===== config.mk =====
export PLATFORM = sky130hd
export DESIGN_NAME = pc_sequencer
export DESIGN_NICKNAME = d
export VERILOG_FILES = /design/src/rtl/pc_pkg.sv /design/src/rtl/pc_target_mux.sv /design/src/rtl/pc_sequencer.sv
export SDC_FILE = /design/constraint.sdc
export NUM_CORES = 1
export LEC_CHECK = 0
export CAP_MARGIN = 10
export CORE_MARGIN = 4
export CORE_UTILIZATION = 35
export CTS_CLUSTER_SIZE = 14
export DETAILED_ROUTE_END_ITERATION = 7
export GPL_ROUTABILITY_DRIVEN = 0
export PLACE_DENSITY_LB_ADDON = 0.12
export SETUP_SLACK_MARGIN = 0.15
export SLEW_MARGIN = 20
export SYNTH_ARGS = -nofsm -noshare
export SYNTH_HDL_FRONTEND = slang
export SYNTH_SLANG_ARGS = --single-unit
export TNS_END_PERCENT = 50

===== constraint.sdc =====
create_clock -name Clk -period 2.8 [get_ports Clk]
set_clock_uncertainty 0.1 [all_clocks]
set_input_delay 0.7 -clock Clk [delete_from_list [all_inputs] [get_ports Clk]]
set_output_delay 0.7 -clock Clk [all_outputs]
set_load 0.01 [all_outputs]

===== src/rtl/pc_pkg.sv =====
// Shared types and defaults for the next-PC controller: state encoding,
// PC width, default reset/exception addresses and the target alignment helper.
package pc_pkg;

    localparam int PC_W = 32;

    localparam logic [PC_W-1:0] DEF_RESET_ADDR = 32'h0000_0000;
    localparam logic [PC_W-1:0] DEF_EXC_VECTOR = 32'h8000_0180;
    localparam int unsigned     DEF_PC_STEP    = 4;

    typedef enum logic [1:0] {
        BOOT  = 2'd0,
        RUN   = 2'd1,
        HOLD  = 2'd2,
        REDIR = 2'd3
    } pc_state_e;

    // Instruction addresses are word aligned; the low two bits are dropped.
    function automatic logic [PC_W-1:0] align_pc(input logic [PC_W-1:0] addr);
        return {addr[PC_W-1:2], 2'b00};
    endfunction

endpackage


===== src/rtl/pc_target_mux.sv =====
// Combinational redirect arbiter: picks the highest-priority redirect source,
// aligns its target and flags a misaligned raw target.
module pc_target_mux
    import pc_pkg::*;
(
    input  logic            ExcReq,
    input  logic            JumpReg,
    input  logic [PC_W-1:0] JumpRegTarget,
    input  logic            BranchTaken,
    input  logic [PC_W-1:0] BranchTarget,
    input  logic            Jump,
    input  logic [PC_W-1:0] JumpTarget,
    output logic            Redirect,
    output logic            ExcSel,
    output logic [PC_W-1:0] Target,
    output logic            Misaligned
);

    logic [PC_W-1:0] raw_target;

    // EX-stage sources outrank the ID-stage jump: they belong to an older instruction.
    always_comb begin
        raw_target = '0;
        Redirect   = 1'b0;
        ExcSel     = 1'b0;
        if (ExcReq) begin
            Redirect = 1'b1;
            ExcSel   = 1'b1;
        end else if (JumpReg) begin
            Redirect   = 1'b1;
            raw_target = JumpRegTarget;
        end else if (BranchTaken) begin
            Redirect   = 1'b1;
            raw_target = BranchTarget;
        end else if (Jump) begin
            Redirect   = 1'b1;
            raw_target = JumpTarget;
        end
        Target     = align_pc(raw_target);
        Misaligned = Redirect && !ExcSel && (raw_target[1:0] != 2'b00);
    end

endmodule


===== src/rtl/pc_sequencer.sv =====
// Next-PC controller: owns the PC register, arbitrates fetch/jump/branch/stall.
// Optional exception support is built when the macro PC_EXC_EN is defined.
module pc_sequencer
    import pc_pkg::*;
#(
    parameter logic [PC_W-1:0] RESET_ADDR = DEF_RESET_ADDR,
    parameter int unsigned     PC_STEP    = DEF_PC_STEP,
    parameter logic [PC_W-1:0] EXC_VECTOR = DEF_EXC_VECTOR
) (
    input  logic            Clk,
    input  logic            Reset,
    input  logic            Stall,
    input  logic            Jump,
    input  logic [PC_W-1:0] JumpTarget,
    input  logic            BranchTaken,
    input  logic [PC_W-1:0] BranchTarget,
    input  logic            JumpReg,
    input  logic [PC_W-1:0] JumpRegTarget,
    input  logic            ExcReq,
    input  logic [PC_W-1:0] ExcPC,
    output logic [PC_W-1:0] PCResult,
    output logic [PC_W-1:0] PCPlus4,
    output logic            FlushIFID,
    output logic            FetchValid,
    output logic [PC_W-1:0] EPC,
    output pc_state_e       State
);

    localparam logic [PC_W-1:0] STEP = PC_W'(PC_STEP);

    // Request inputs are level-sampled each rising edge; there is no handshake,
    // a request not acted on in the cycle it is presented is simply lost.
    logic            exc_req;
    logic            redirect;
    logic            exc_sel;
    logic            misaligned;
    logic [PC_W-1:0] target;

    logic [PC_W-1:0] pc_q;
    logic [PC_W-1:0] epc_q;
    logic            flush_q;
    logic            fetch_valid_q;
    pc_state_e       state_q;

`ifdef PC_EXC_EN
    assign exc_req = ExcReq;
`else
    assign exc_req = 1'b0;
    logic unused_exc;
    assign unused_exc = ^{ExcReq, ExcPC, EXC_VECTOR, exc_sel, misaligned};
`endif

    pc_target_mux u_target_mux (
        .ExcReq        (exc_req),
        .JumpReg       (JumpReg),
        .JumpRegTarget (JumpRegTarget),
        .BranchTaken   (BranchTaken),
        .BranchTarget  (BranchTarget),
        .Jump          (Jump),
        .JumpTarget    (JumpTarget),
        .Redirect      (redirect),
        .ExcSel        (exc_sel),
        .Target        (target),
        .Misaligned    (misaligned)
    );

    always_ff @(posedge Clk) begin
        if (Reset) begin
            pc_q          <= RESET_ADDR;
            epc_q         <= '0;
            flush_q       <= 1'b0;
            fetch_valid_q <= 1'b0;
            state_q       <= BOOT;
        end else begin
            case (state_q)
                // The boot cycle ignores every request and just steps the PC.
                BOOT: begin
                    pc_q          <= pc_q + STEP;
                    flush_q       <= 1'b0;
                    fetch_valid_q <= 1'b1;
                    state_q       <= RUN;
                end
                default: begin
                    fetch_valid_q <= 1'b1;
                    if (redirect) begin
                        flush_q <= 1'b1;
                        state_q <= REDIR;
`ifdef PC_EXC_EN
                        if (exc_sel) begin
                            pc_q  <= EXC_VECTOR;
                            epc_q <= ExcPC;
                        end else if (misaligned) begin
                            pc_q  <= EXC_VECTOR;
                            epc_q <= pc_q;
                        end else begin
                            pc_q <= target;
                        end
`else
                        pc_q <= target;
`endif
                    end else if (Stall) begin
                        flush_q <= 1'b0;
                        state_q <= HOLD;
                    end else begin
                        pc_q    <= pc_q + STEP;
                        flush_q <= 1'b0;
                        state_q <= RUN;
                    end
                end
            endcase
        end
    end

    assign PCResult   = pc_q;
    assign PCPlus4    = pc_q + STEP;
    assign FlushIFID  = flush_q;
    assign FetchValid = fetch_valid_q;
    assign EPC        = epc_q;
    assign State      = state_q;

endmodule


; ---- Word level (Yosys, flattened, before mapping)
; Cells that the tools add are included.
[totals]
output_inout_bits = 100
regBits = 36
in_bits = 135
[op_classes]
eq_ne = 1
reduce_logical = 2
mux = 14
addsub = 1
[ops]
columns = operator, count
row1 = 32-bit 2-to-1 mux, 6
row2 = "32-bit by 3-bit adder with 32-bit output, second input constant", 1
row3 = 1-bit 2-to-1 mux, 6
row4 = 2-bit 2-to-1 mux, 2
row5 = "3-bit by 1-bit inequality test with 1-bit output, second input constant", 1
row6 = 2-bit logical NOT, 1
row7 = 2-bit OR reduction, 1

; ---- Logic depth before layout (Yosys ltp)
[logic_depth]
ltp_word = 5
depth_mapped = 8

; ---- By module
; Synthesis repeated with hierarchy kept, for this count alone.
[hier_totals]
hier_cells = 434
hier_area_um2 = 3657.3
[modules_own_cells]
columns = mod, cells_each, instances, area_each_um2
row1 = pc_sequencer, 316, 1, 2532.4
row2 = pc_target_mux, 118, 1, 1124.8

; ---- Least setup slack after synthesis
; Ideal clock, no wire load.
[synth_path]
path_kind = register to output
startpoint = register pc_q[6], in the netlist PCResult[6]
endpoint = output PCPlus4[31]
path_stages_with_launch = 6
setup_slack_ps = 370
n_path_buf = 1
arrival_ps = 1630
t_required_ps = 2000
path_cell_list = dfxtp_1 > buf_2 > and4_1 > nand4_2 > nor4_1 > xor2_1
[synth_via]
elab_chain_len = 1
[synth_rtl]
columns = item, line_no
row1 = from (decl), pc_sequencer.sv:39  ; logic [PC_W-1:0] pc_q;
row2 = from (signal assigned), pc_sequencer.sv:78  ; pc_q <= pc_q + STEP;
row3 = from (signal assigned), pc_sequencer.sv:99  ; pc_q <= target;
row4 = from (signal assigned), pc_sequencer.sv:105  ; pc_q <= pc_q + STEP;
row5 = 32-bit by 3-bit adder with 32-bit output, pc_sequencer.sv:115  ; assign PCPlus4 = pc_q + STEP;
row6 = to (decl), pc_sequencer.sv:22  ; output logic [PC_W-1:0] PCPlus4,
; No other way between the ends.

; ---- Worst setup path in the final report
[layout_path]
startpoint = register pc_q[9], in the netlist PCResult[9]
endpoint = output PCPlus4[18]
; Same word-level chain as after synthesis.

==> out/summary.txt <==
=================================================================================
Setup tns final ....................................................         0 ns
DP Worst Slack .....................................................   -0.2006 ns
Outcome ............................................................ complete, no violations
Worst endpoint required time .......................................      2.00 ns
Clock root buffer master ........................................... sky130_fd_sc_hd__clkbuf_8
Switching pwr ......................................................     571.4 uW
Final hold violation count .........................................            0
Min-Delay Path Depth ...............................................            2
Area enclosed by the die boundary ..................................   10430 um^2
IO Count ...........................................................          235
Share of total power in combinational logic ........................        42.4%
Gate Count Post-Synth ..............................................          421
Setup repair after global routing missed its margin ................          yes
Detailed-routing iteration count for the pre-antenna-repair pass ...            4
Number of synthesized register bits ................................           34
Post-synthesis to final-layout area growth .........................       74.74%
Initial antenna violation count ....................................            0
Worst path cell trace .............................................. nand4_1 -> nor4_4 -> buf_4 -> xor2_2 -> clkdlybuf4s15_2
Crit path time final ...............................................     2.660 ns
Average cell area after synthesis ..................................   7.365 um^2
Most instantiated cells after synthesis ............................ sky130_fd_sc_hd__buf_4, sky130_fd_sc_hd__dfxtp_1, sky130_fd_sc_hd__nand2_1, sky130_fd_sc_hd__nand3_1
Avg Vias per Cell ..................................................        5.194
Transition time at the pin with the least slew margin ..............    0.8490 ns
Startpoint-to-endpoint class of the critical path .................. flop to output pin
Die extent in y ....................................................     102.1 um
Netlist cell types .................................................           53
Most numerous cell in the Yosys netlist ............................ sky130_fd_sc_hd__buf_4
# rows .............................................................           34
Number of vias after detailed routing ..............................         3854
CTS tree ...........................................................        built
Number of buffer and inverter instances along the worst setup path .            2
Worst EP arrival ...................................................      1.86 ns
Source-to-sink clock delay at the later pin of the worst-skew pair .      0.28 ns
Class of the tightest hold or removal check ........................ flop to flop
Post-synthesis sequential area ratio ...............................       21.95%
PwrDens ............................................................ 321.8 nW/um^2
Slew HR ............................................................       43.19%
Slowest cell delay on critical path ................................      0.40 ns
Most used flip-flop cell after synthesis ........................... sky130_fd_sc_hd__dfxtp_1
Area of all sequential standard cells ..............................   708.2 um^2
Global-route total usage across every layer ........................       22.49%
Count of hold buffers inserted by post-cts repair ..................            0
Routed wire per std cell ...........................................     16.57 um
1st-iter DRT viols .................................................          115
First-pass GRT wire length .........................................     18660 um
Sequential fraction of design power ................................        32.6%
TritonCTS sink count ...............................................           34
Length in cells of the worst reg-to-reg path .......................           10
Post-route clock period utilization ................................       94.99%
Clock transition at path regs ......................................      0.07 ns
Total power ........................................................     1.744 mW
Slowest library cell on the worst path ............................. sky130_fd_sc_hd__nor4_4
Maximum achievable frequency .......................................   0.3760 GHz
Clock power share ..................................................        25.0%
Pin count of the biggest net entering global routing ...............           32
Cell area after synthesis ..........................................    3100 um^2
Overall die width ..................................................     102.1 um
Starting density of the core .......................................       35.73%
Dominant cell type by area after synthesis ......................... sky130_fd_sc_hd__dfxtp_1
Number of global-route vias before repair ..........................         3716
Multi-input combinational cell area ................................    2268 um^2
Synth top area cells ............................................... sky130_fd_sc_hd__dfxtp_1, sky130_fd_sc_hd__buf_4, sky130_fd_sc_hd__a22oi_1
Internal Power .....................................................     1.172 mW
Switching power share of the total .................................       32.77%
Area of the core ...................................................    8678 um^2
Number of max-cap violations .......................................            0
Kind of cell adding the most delay to the critical path ............ simple AND/OR/NAND/NOR gates
DRT Wirelength .....................................................     12300 um
Pins Over Slew Limit ...............................................            0
Worst Setup Slack, final ...........................................    0.1403 ns
# setup viols final ................................................            0
Final routed DRC violation total ...................................            0
Startpoint type of the worst setup path ............................         flop
Synthesis warning total ............................................            0
Port Buffer Count ..................................................          159
Post-DRT Antenna Nets ..............................................            0
Antenna diodes .....................................................            0
Fin nets ...........................................................          769
Number of clock buffers inserted by TritonCTS ......................            5
Worst IR Drop VDD ..................................................    0.1969 mV
Share of synthesized registers carrying an async set or reset ......           0%
Logic depth of the worst setup path including buffers ..............            5
Fill cell instance count of the final layout .......................          795
Overflow left after global routing .................................            0
Worst Setup End Kind ...............................................   output pin
Post-detail-place hpwl .............................................      9386 um
Layout cells sized above 1 .........................................       24.13%
Maximum level of the CTS H-tree ....................................            2
Critical path peak fanout ..........................................            3
Leakage power total ................................................     2.246 nW
EDFF count, synth ..................................................            0
Maximum root-to-sink buffer count ..................................            2
Area share of the largest cell type after synthesis ................       21.95%
=================================================================================
-- worst paths after layout --
path	start	slack, ns	to
worst max register to register	PCResult[17]	0.59	PCResult[27]
worst min-delay path	PCResult[14]	0.48	PCResult[14]
worst max-delay path	PCResult[9]	0.14	PCPlus4[18]
worst min register to register	PCResult[14]	0.48	PCResult[14]
-- placed cells by master, fill, tap and decap left out, types with 4 or more instances in the layout --
master and n:
sky130_fd_sc_hd__nor2_1 12, sky130_fd_sc_hd__nor3_1 17, sky130_fd_sc_hd__and3_1 6, sky130_fd_sc_hd__clkdlybuf4s50_1 133, sky130_fd_sc_hd__nand3_1 22, sky130_fd_sc_hd__buf_2 12, sky130_fd_sc_hd__dfxtp_2 13, sky130_fd_sc_hd__o21ai_0 28
sky130_fd_sc_hd__dlygate4sd2_1 9, sky130_fd_sc_hd__a21oi_1 23, sky130_fd_sc_hd__nand2b_1 5, sky130_fd_sc_hd__nand2_1 34, sky130_fd_sc_hd__buf_4 77, sky130_fd_sc_hd__nand4_1 7, sky130_fd_sc_hd__nand3_2 4, sky130_fd_sc_hd__dfxtp_1 18
sky130_fd_sc_hd__nor4_4 4, sky130_fd_sc_hd__clkbuf_8 8, sky130_fd_sc_hd__conb_1 36, sky130_fd_sc_hd__a221o_1 5, sky130_fd_sc_hd__o31a_1 4, sky130_fd_sc_hd__inv_1 14, sky130_fd_sc_hd__xnor2_1 21, sky130_fd_sc_hd__xor2_1 4
sky130_fd_sc_hd__o32ai_1 12, sky130_fd_sc_hd__a22oi_1 28, sky130_fd_sc_hd__a31oi_1 6
-- layer usage --
layer	track usage, %	vias to the layer above	part of all wire [%]
met5	0	-	0
met4	4.844	0	1.1
met3	3.754	10	7.2
met2	40.68	138	50
met1	27.97	1788	42
li1	-	1918	-
-- timing repair --
item / 4_1_cts / 5_1_grt
gates resized for setup: 107 / 17
gates cloned: 0 / 0
setup endpoints to repair: 26 / 18
pin swaps: 9 / 15
buffers inserted: 7 / 4
-- cell type report --
| type | instances | share of cell area, % |
|---|---|---|
| Multi-Input combinational cell | 338 | 41.87 |
| Timing Repair Buffer | 239 | 39.49 |
| Sequential cell | 34 | 13.07 |
| Tap cell | 108 | 2.494 |
| Clock buffer | 8 | 2.032 |
| Inverter | 15 | 1.039 |
-- state kept, by name, indices dropped and copies added (netlist names) --
| name | flops |
|---|---|
| PCResult | 30 |
| State | 2 |
| FetchValid | 1 |
| FlushIFID | 1 |
-- power groups by stage --
stage	logic [mW]	registers, mW	clock network, mW
2_1_floorplan	0.317	0.607	0
5_1_grt	0.801	0.573	0.461
3_3_place_gp	0.742	0.568	0
3_5_place_dp	0.751	0.569	0
4_1_cts	0.741	0.565	0.445
6_report	0.739	0.568	0.437
-- tightest hold or removal path, cell delays in order, from the launching register on --
cell	delay, ns
sky130_fd_sc_hd__dfxtp_1	0.32
sky130_fd_sc_hd__inv_2	0.12
sky130_fd_sc_hd__o32ai_1	0.10
-- through the flow --
step | utilization [%] | cells | area (um^2) | hold slack, ns
after floorplan | - | 456 | 3232 | 0.4512
after global placement | 58.66 | 723 | 5091 | 0.4634
after detailed placement | 58.66 | 723 | 5091 | 0.4704
after CTS | 61.91 | 738 | 5373 | 0.4804
after global routing | 62.43 | 742 | 5418 | 0.5134
final | 62.43 | 742 | 5418 | 0.4822
-- cell families after synthesis --
group / count (synthesis) / synth area share [%]
muxes: 3 / 0.9686
buffers and inverters: 84 / 14.81
and+or+nand+nor: 146 / 26.43
AOI/OAI and AO/OA: 124 / 27.40
other: 1 / 0.1209
xor gates and xnor gates: 28 / 7.909
DFF: 34 / 21.95
adders and majority gates: 1 / 0.4035
Note: power is estimated with default switching activity, not from simulation.
